[src/rtl/stack_pkg.sv]
// Shared constants for the operand and return stacks. This file holds the command
// encodings, the data-source encodings and the default word/depth sizes.
package stack_pkg;

    localparam int WIDTH_DEFAULT = 16;
    localparam int DEPTH_DEFAULT = 16;

    typedef enum logic [2:0] {
        OP_NONE          = 3'd0,
        OP_PUSH          = 3'd1,
        OP_POPANDREPLACE = 3'd2,
        OP_POP           = 3'd3,
        OP_POP2          = 3'd4,
        OP_SWAP          = 3'd5
    } stack_op_e;

    typedef enum logic [2:0] {
        SRC_IMM    = 3'd0,
        SRC_IMMLUI = 3'd1,
        SRC_MEM    = 3'd2,
        SRC_ALU    = 3'd3,
        SRC_INPUT  = 3'd4
    } stack_src_e;

endpackage

[src/rtl/lifo_ram.sv]
// Register-array LIFO for the stack entries below the two top registers.
// It has a synchronous write and combinational reads of the two most recent entries.
module lifo_ram #(
    parameter int WIDTH   = stack_pkg::WIDTH_DEFAULT,
    parameter int ENTRIES = stack_pkg::DEPTH_DEFAULT - 2
) (
    input  logic             clk,
    input  logic             rst_n,
    input  logic             push,
    input  logic [1:0]       pop_n,
    input  logic [WIDTH-1:0] wr_data,
    output logic [WIDTH-1:0] head,
    output logic [WIDTH-1:0] second
);
    // A zero-entry configuration still needs one slot so the array stays legal.
    localparam int SLOTS = (ENTRIES < 1) ? 1 : ENTRIES;
    localparam int PW    = $clog2(SLOTS + 1);

    logic [WIDTH-1:0] mem [SLOTS];
    logic [PW-1:0]    ptr;

    always_ff @(posedge clk or negedge rst_n) begin
        if (!rst_n) begin
            ptr <= '0;
        end else if (push) begin
            ptr <= ptr + 1'b1;
        end else begin
            ptr <= ptr - PW'(pop_n);
        end
    end

    always_ff @(posedge clk) begin
        if (push) begin
            mem[ptr] <= wr_data;
        end
    end

    assign head   = (ptr >= PW'(1)) ? mem[ptr - PW'(1)] : '0;
    assign second = (ptr >= PW'(2)) ? mem[ptr - PW'(2)] : '0;

endmodule

[src/rtl/data_stack.sv]
// Operand stack: top/next live in registers and deeper entries live in lifo_ram.
// Illegal commands are dropped and recorded in the sticky overflow/underflow flags.
module data_stack
    import stack_pkg::*;
#(
    parameter int WIDTH = WIDTH_DEFAULT,
    parameter int DEPTH = DEPTH_DEFAULT
) (
    input  logic                       CLK,
    input  logic                       reset,
    input  logic [2:0]                 stackOP,
    input  logic [2:0]                 stackControl,
    input  logic [11:0]                imm,
    input  logic [WIDTH-1:0]           alu_result,
    input  logic [WIDTH-1:0]           mem_data,
    input  logic [WIDTH-1:0]           in_data,
    output logic [WIDTH-1:0]           top,
    output logic [WIDTH-1:0]           next,
    output logic [$clog2(DEPTH+1)-1:0] count,
    output logic                       overflow,
    output logic                       underflow
);
    localparam int CW = $clog2(DEPTH + 1);
    localparam logic [CW-1:0] FULL = CW'(DEPTH);

    logic [WIDTH-1:0] top_q, next_q, top_d, next_d, src;
    logic [WIDTH-1:0] lifo_head, lifo_second;
    logic [CW-1:0]    count_q, count_d;
    logic             ovf_q, udf_q, ovf_set, udf_set;
    logic             lifo_push;
    logic [1:0]       lifo_pop;

    always_comb begin
        src = '0;
        case (stackControl)
            SRC_IMM:    src = {{(WIDTH-12){imm[11]}}, imm};
            SRC_IMMLUI: src[15:0] = {imm[7:0], 8'h00};
            SRC_MEM:    src = mem_data;
            SRC_ALU:    src = alu_result;
            SRC_INPUT:  src = in_data;
            default:    src = '0;
        endcase
    end

    // lifo_ram holds count-2 entries, so it is only touched once count passes 2.
    always_comb begin
        top_d     = top_q;
        next_d    = next_q;
        count_d   = count_q;
        ovf_set   = 1'b0;
        udf_set   = 1'b0;
        lifo_push = 1'b0;
        lifo_pop  = 2'd0;
        case (stackOP)
            OP_PUSH: begin
                if (count_q < FULL) begin
                    top_d     = src;
                    next_d    = top_q;
                    lifo_push = (count_q >= CW'(2));
                    count_d   = count_q + 1'b1;
                end else begin
                    ovf_set = 1'b1;
                end
            end
            OP_POPANDREPLACE: begin
                if (count_q >= CW'(2)) begin
                    top_d    = src;
                    next_d   = lifo_head;
                    lifo_pop = (count_q >= CW'(3)) ? 2'd1 : 2'd0;
                    count_d  = count_q - 1'b1;
                end else begin
                    udf_set = 1'b1;
                end
            end
            OP_POP: begin
                if (count_q >= CW'(1)) begin
                    top_d    = next_q;
                    next_d   = lifo_head;
                    lifo_pop = (count_q >= CW'(3)) ? 2'd1 : 2'd0;
                    count_d  = count_q - 1'b1;
                end else begin
                    udf_set = 1'b1;
                end
            end
            OP_POP2: begin
                if (count_q >= CW'(2)) begin
                    top_d    = lifo_head;
                    next_d   = lifo_second;
                    lifo_pop = (count_q >= CW'(4)) ? 2'd2 :
                               (count_q == CW'(3)) ? 2'd1 : 2'd0;
                    count_d  = count_q - CW'(2);
                end else begin
                    udf_set = 1'b1;
                end
            end
            OP_SWAP: begin
                if (count_q >= CW'(2)) begin
                    top_d  = next_q;
                    next_d = top_q;
                end else begin
                    udf_set = 1'b1;
                end
            end
            default: ;
        endcase
    end

    always_ff @(posedge CLK or negedge reset) begin
        if (!reset) begin
            top_q   <= '0;
            next_q  <= '0;
            count_q <= '0;
            ovf_q   <= 1'b0;
            udf_q   <= 1'b0;
        end else begin
            top_q   <= top_d;
            next_q  <= next_d;
            count_q <= count_d;
            ovf_q   <= ovf_q | ovf_set;
            udf_q   <= udf_q | udf_set;
        end
    end

    lifo_ram #(
        .WIDTH   (WIDTH),
        .ENTRIES (DEPTH - 2)
    ) u_lifo (
        .clk     (CLK),
        .rst_n   (reset),
        .push    (lifo_push),
        .pop_n   (lifo_pop),
        .wr_data (next_q),
        .head    (lifo_head),
        .second  (lifo_second)
    );

    assign top       = (count_q >= CW'(1)) ? top_q  : '0;
    assign next      = (count_q >= CW'(2)) ? next_q : '0;
    assign count     = count_q;
    assign overflow  = ovf_q;
    assign underflow = udf_q;

endmodule

[config.mk]
export PLATFORM = sky130hd
export DESIGN_NAME = data_stack
export DESIGN_NICKNAME = d
export VERILOG_FILES = /design/src/rtl/stack_pkg.sv /design/src/rtl/lifo_ram.sv /design/src/rtl/data_stack.sv
export SDC_FILE = /design/constraint.sdc
export NUM_CORES = 1
export LEC_CHECK = 0
export BUFFER_PORTS_ARGS = -buffer_cell sky130_fd_sc_hd__buf_2
export CORE_ASPECT_RATIO = 2
export CORE_MARGIN = 2
export CORE_UTILIZATION = 60
export DETAILED_ROUTE_END_ITERATION = 6
export GPL_ROUTABILITY_DRIVEN = 0
export GPL_TIMING_DRIVEN = 0
export PLACE_DENSITY = 0.77
export SKIP_CTS_REPAIR_TIMING = 1
export SYNTH_ARGS = -nofsm -noshare
export SYNTH_HDL_FRONTEND = slang
export SYNTH_SLANG_ARGS = --single-unit
[constraint.sdc]
create_clock -name CLK -period 4.01 [get_ports CLK]
set_input_delay 0.6015 -clock CLK [delete_from_list [all_inputs] [get_ports CLK]]
set_output_delay 0.6015 -clock CLK [all_outputs]
set_load 0.03 [all_outputs]
== Word-level counts from Yosys, hierarchy flattened ==
Memory sizes are Yosys's and may differ from the RTL's.
Index checks and enable logic that the tools add are counted.
Cells by class
  add/subtract/negate cells: 7
  multiply operators: 0
  divide/modulo/power cells: 0
  magnitude comparators: 7
  equal/unequal tests: 15
  shift operators: 0
  muxes and demuxes: 38
  bitwise gates (word level): 2
  reductions and logical operators: 6
Operators with widths (number)
  one-hot mux 16 bit (5 select lines): 3
  2-to-1 mux 16 bit: 13
  2-to-1 mux 5 bit: 4
  one-hot mux 5 bit (4 select lines): 1
  == test 3 x 2 -> 1 bit, second input constant: 4
  2-to-1 mux 1 bit: 12
  greater-or-equal comparator 5 x 2 -> 1 bit, second input constant: 2
  inequality test 2 bit, second input constant: 5
  == test 3 bit, second input constant: 3
  == test 3 x 1 -> 1 bit, second input constant: 2
  one-hot mux 2 bit (3 select lines): 1
  AND reduction 6 bit: 1
  adder 5 x 1 -> 5 bit, second input constant: 1
  == test 5 x 2 -> 1 bit, second input constant: 1
  greater-or-equal comparator 5 x 1 -> 1 bit, second input constant: 1
  greater-or-equal comparator 5 x 3 -> 1 bit, second input constant: 1
  less-than comparator 5 bit, second input constant: 1
  AND reduction 5 bit: 1
  nonzero test 5 bit: 1
  subtractor 5 x 1 -> 5 bit, second input constant: 1
  subtractor 5 x 2 -> 5 bit, second input constant: 1
  adder 4 x 1 -> 4 bit, second input constant: 1
  greater-or-equal comparator 4 x 1 -> 1 bit, second input constant: 1
  greater-or-equal comparator 4 x 2 -> 1 bit, second input constant: 1
  10 further kinds: 12
Word-level totals
  register bits: 43
  bits in latches: 0
  RAM bits: 224
  ROM bits: 0
  input bits: 68
  output and inout bits: 39
  logic and storage cells: 82
  memories kept: 1
Memory list
  u_lifo.mem: words 14, width 16, read ports 2, clocked after memory_dff 0, write ports 1, line lifo_ram.sv:19  | logic [WIDTH-1:0] mem [SLOTS];

== Longest topological paths before layout ==
  word-level depth: 7
  gate-level depth with buffers: 13

== Modules after synthesis ==
A second synthesis with hierarchy kept.
Second synthesis, totals
  cells, all modules: 1071
  area, all modules: 14806.7 um2
Modules (own cells, without submodules)
  lifo_ram: instances 1, cells an instance 660, area an instance 11253.3 um2
  data_stack: instances 1, cells an instance 411, area an instance 3553.4 um2

== Least setup slack after synthesis ==
Ideal clock, no wire load.
  path kind: reg2reg
  start point: reg u_lifo.ptr[1]
  end point: reg top_q[15]
  setup time: 137 ps
  data arrival time: 3485 ps
  required time: 3873 ps
  slack: 388 ps
  cell stages (with the launch flop): 10
  cells stage by stage: dfrtp_1 clkbuf_1 clkinv_1 ha_1 xor2_2 mux4_2 and3_1 or4_1 a222oi_1 a21oi_1
On the way
  longest elaborated chain between the ends: 5
  elaborated cells on any way between the ends: 6
  those cells by class: add/sub (1); order compare (1); mux (3); memory (1)
RTL lines
  from (decl): line lifo_ram.sv:20  | logic [PW-1:0] ptr;
  from (signal assigned): line lifo_ram.sv:26  | ptr <= ptr + 1'b1;
  from (signal assigned): line lifo_ram.sv:28  | ptr <= ptr - PW'(pop_n);
  subtractor 4 x 1 -> 4 bit: line lifo_ram.sv:38  | assign head = (ptr >= PW'(1)) ? mem[ptr - PW'(1)] : '0;
  memory (14 x 16 bit)
  2-to-1 mux 16 bit (*): line lifo_ram.sv:38
  2-to-1 mux 16 bit (*): line data_stack.sv:86  | if (count_q >= CW'(2)) begin
  one-hot mux 16 bit (5 select lines) (*): line data_stack.sv:54  | case (stackOP)
  to (signal assigned): line data_stack.sv:116  | top_q <= top_d;
  to (decl): line data_stack.sv:26  | logic [WIDTH-1:0] top_q, next_q, top_d, next_d, src;
Every way passes the cells marked *; elsewhere a longest branch is shown, timed or not. The select of a mux whose other input is x is not followed.
A chain may end at the register's enable or synchronous reset.

== Final worst setup path ==
  start point: reg u_lifo.ptr[1]
  end point: reg next_q[7]
On the way
  longest elaborated chain between the ends: 5
  elaborated cells on any way between the ends: 11
  those cells by class: add/sub (2); order compare (2); mux (6); memory (1)
RTL lines
  subtractor 4 x 2 -> 4 bit or subtractor 4 x 1 -> 4 bit (tied branches): line lifo_ram.sv:39, lifo_ram.sv:38
  memory (14 x 16 bit)
  2-to-1 mux 16 bit, on equally long branches: line lifo_ram.sv:39, lifo_ram.sv:38
  2-to-1 mux 16 bit, on equally long branches: line data_stack.sv:86, data_stack.sv:66, data_stack.sv:76
  one-hot mux 16 bit (5 select lines) (*): line data_stack.sv:54
  to (signal assigned): line data_stack.sv:117  | next_q <= next_d;
  to (decl): line data_stack.sv:26
Marks and branches as above.

==> metrics.csv <==
metric,value,unit
run status,finished with violations,
failing checks,DRC,
Critical Path AT,4.37,ns
PwrDens,918,nW/um2
Synth-to-Final Area Change,13.1,%
cell area after layout,15800,um2
fraction of registers with async set/reset,16.1,%
Syn Area/Cell,13.6,um2
Main synth FF type,edfxtp_1,
Hold Crit Class,in -> async,
Sink Count,267,
Setup Viol. Count Final,0,
latest clock arrival within the worst-skew pair,0.54,ns
post-synthesis cell count,1025,
Final Slew Violations,0,
nets@finish,1244,
top-count cell post-synth,edfxtp_1,
Layout fillers,1575,
WP data required,4.44,ns
GRT Total Usage,37.3,%
Wirelength per Cell,31.3,um
largest net degree at the start of global routing,44,
Fin. Hold Viols,0,
CTS buffer count,24,
synth cell count leaders,"edfxtp_1 (224), nand2_1 (79), mux4_2 (76)",
YS warnings,0,
Area contributors post-synth,"edfxtp_1 (48%), mux4_2 (12%), dfrtp_1 (7.7%)",
CP Class,reg -> reg,
number of global-route vias before repair,11000,
clock slew at reported path FFs,0.07,ns
DRT antenna net count,0,
CTS max path bufs,3,
vias per inst,7.27,
Period minus WS final,3.94,ns
flop2flop setup slack,0.07,ns
post-synthesis sequential area ratio,56.0,%
CP max FO,10,
core area,22700,um2
Slew HR,9.10,%
worst-margin pin slew,1.36,ns
worst reg2reg path depth,9,
reg2reg start,u_lifo.ptr[1]$_DFF_PN0_,
CTS tree,done,
worst flop-to-flop path endpoint,next_q[7]$_DFFE_PN0P_,
"EDFF count, synth",224,
initial antenna violation count,1,
Final Core Density,69.3,%
Top-Level Pins,107,
IO Port Bufs,101,
Max Fclk,0.253,GHz
max cap viols,0,
Die Span Y,220,um
total number of vias,10600,
post-synth cell types,63,
Post-Syn Nets,1111,
DRT Pass-1 Iters,7,
hpwl dp,32000,um
Critical Path Start Type,flip-flop,
CTS root buf,clkbuf_16,
setup TNS,0,ns
Tot Pwr,14.5,mW
H-tree depth,1,
#FFs+latches synth,267,
Post-Syn Area,13900,um2
Overflow after GRT,0,
first-pass GRT wire length,66100,um
die area,24500,um2
layout cell share with drive strength beyond 1,26.4,%
FP Rows,78,
post-synth top area cell,edfxtp_1,
drt total wl,45600,um
Starting Density,61.3,%
DRC,1,
WHS,0.268,ns
area share of the largest cell type after synthesis,48.3,%
final worst path period share,98.4,%
Fin Clk Skew,0.0109,ns
initial DRC count,1212,
Placement Cell Area,14800,um2
die width,112,um
peak supply drop,0.000660,V
Leak,5.63,nW
Setup crit end kind,flip-flop,
==> placed cells by master (no fill, tap or decap), types with 33 or more instances in the layout <==
cell type,count
nor2_1,66
dfrtp_1,42
nor2b_1,33
buf_2,117
mux2i_1,56
mux4_2,76
a21oi_1,50
nand2_1,78
clkbuf_1,44
edfxtp_1,224
==> worst max-delay path, stage by stage (launching register included) <==
cell and delay, ns:
dfrtp_1 0.54, clkbuf_4 0.36, clkinvlp_4 0.26, ha_1 0.41, clkbuf_1 0.59, clkbuf_1 0.67
o21ai_0 0.32, a21oi_1 0.25, o221ai_1 0.14, mux2_2 0.28
==> per-stage QoR <==
step / cells / setup slack, ns
6_report: 1457 / 0.0652
5_1_grt: 1457 / -0.0711
2_1_floorplan: 1025 / 0.388
3_3_place_gp: 1406 / -1.15
4_1_cts: 1450 / -1.17
3_5_place_dp: 1406 / -1.13
==> report_power, final <==
group | internal, mW | switching, mW
Sequential | 3.64 | 0.623
Combinational | 2.96 | 4.89
Clock | 1.31 | 1.04
==> state kept, by name, summed over array words and instances (netlist names) <==
signal / cells
overflow: 1
top_q: 16
underflow: 1
next_q: 16
u_lifo.mem: 224
u_lifo.ptr: 4
count: 5
==> layout make-up <==
type	count	area, um2	area share (%)
clock inverter	9	91.3	0.579
multi-input combinational	675	5850	37.1
tap	280	350	2.22
buffer	74	360	2.29
inverter	9	40.0	0.254
timing repair buffer	107	551	3.49
clock buffer	35	713	4.52
sequential	267	7800	49.5
antenna	1	2.50	0.0159
==> cells by family after synthesis <==
| family | synth area share [%] |
|---|---|
| AO/OA/AOI/OAI | 10.6 |
| XOR/XNOR | 0.808 |
| adder cells (fa/ha/maj) | 1.67 |
| buffers and inverters | 2.59 |
| flip-flops | 56.0 |
| multiplexers | 19.0 |
| AND/OR/NAND/NOR | 9.35 |
==> worst max path at each step <==
| stage | startpoint | slack (ns) | depth (start not counted) | endpoint |
|---|---|---|---|---|
| after detailed placement | u_lifo.ptr[1]$_DFF_PN0_ | -1.13 | 11 | next_q[7]$_DFFE_PN0P_ |
| final | u_lifo.ptr[1]$_DFF_PN0_ | 0.07 | 9 | next_q[7]$_DFFE_PN0P_ |
| after global routing | count[2]$_DFFE_PN0P_ | -0.07 | 8 | u_lifo.mem[7][7]$_DFFE_PP_ |
| after global placement | u_lifo.ptr[1]$_DFF_PN0_ | -1.15 | 11 | next_q[7]$_DFFE_PN0P_ |
| after CTS | u_lifo.ptr[1]$_DFF_PN0_ | -1.17 | 11 | next_q[7]$_DFFE_PN0P_ |
| after floorplan | u_lifo.ptr[1]$_DFF_PN0_ | 0.39 | 9 | top_q[15]$_DFFE_PN0P_ |
==> routing by layer <==
| layer | GRT usage (%) | up-vias | share of wire, % |
|---|---|---|---|
| li1 | - | 4320 | - |
| met1 | 37.4 | 5029 | 29 |
| met2 | 65.7 | 948 | 51 |
| met3 | 7.51 | 301 | 10 |
| met4 | 31.1 | 0 | 9.8 |
| met5 | 0 | - | 0 |
Power figures use the tool's default switching activity.
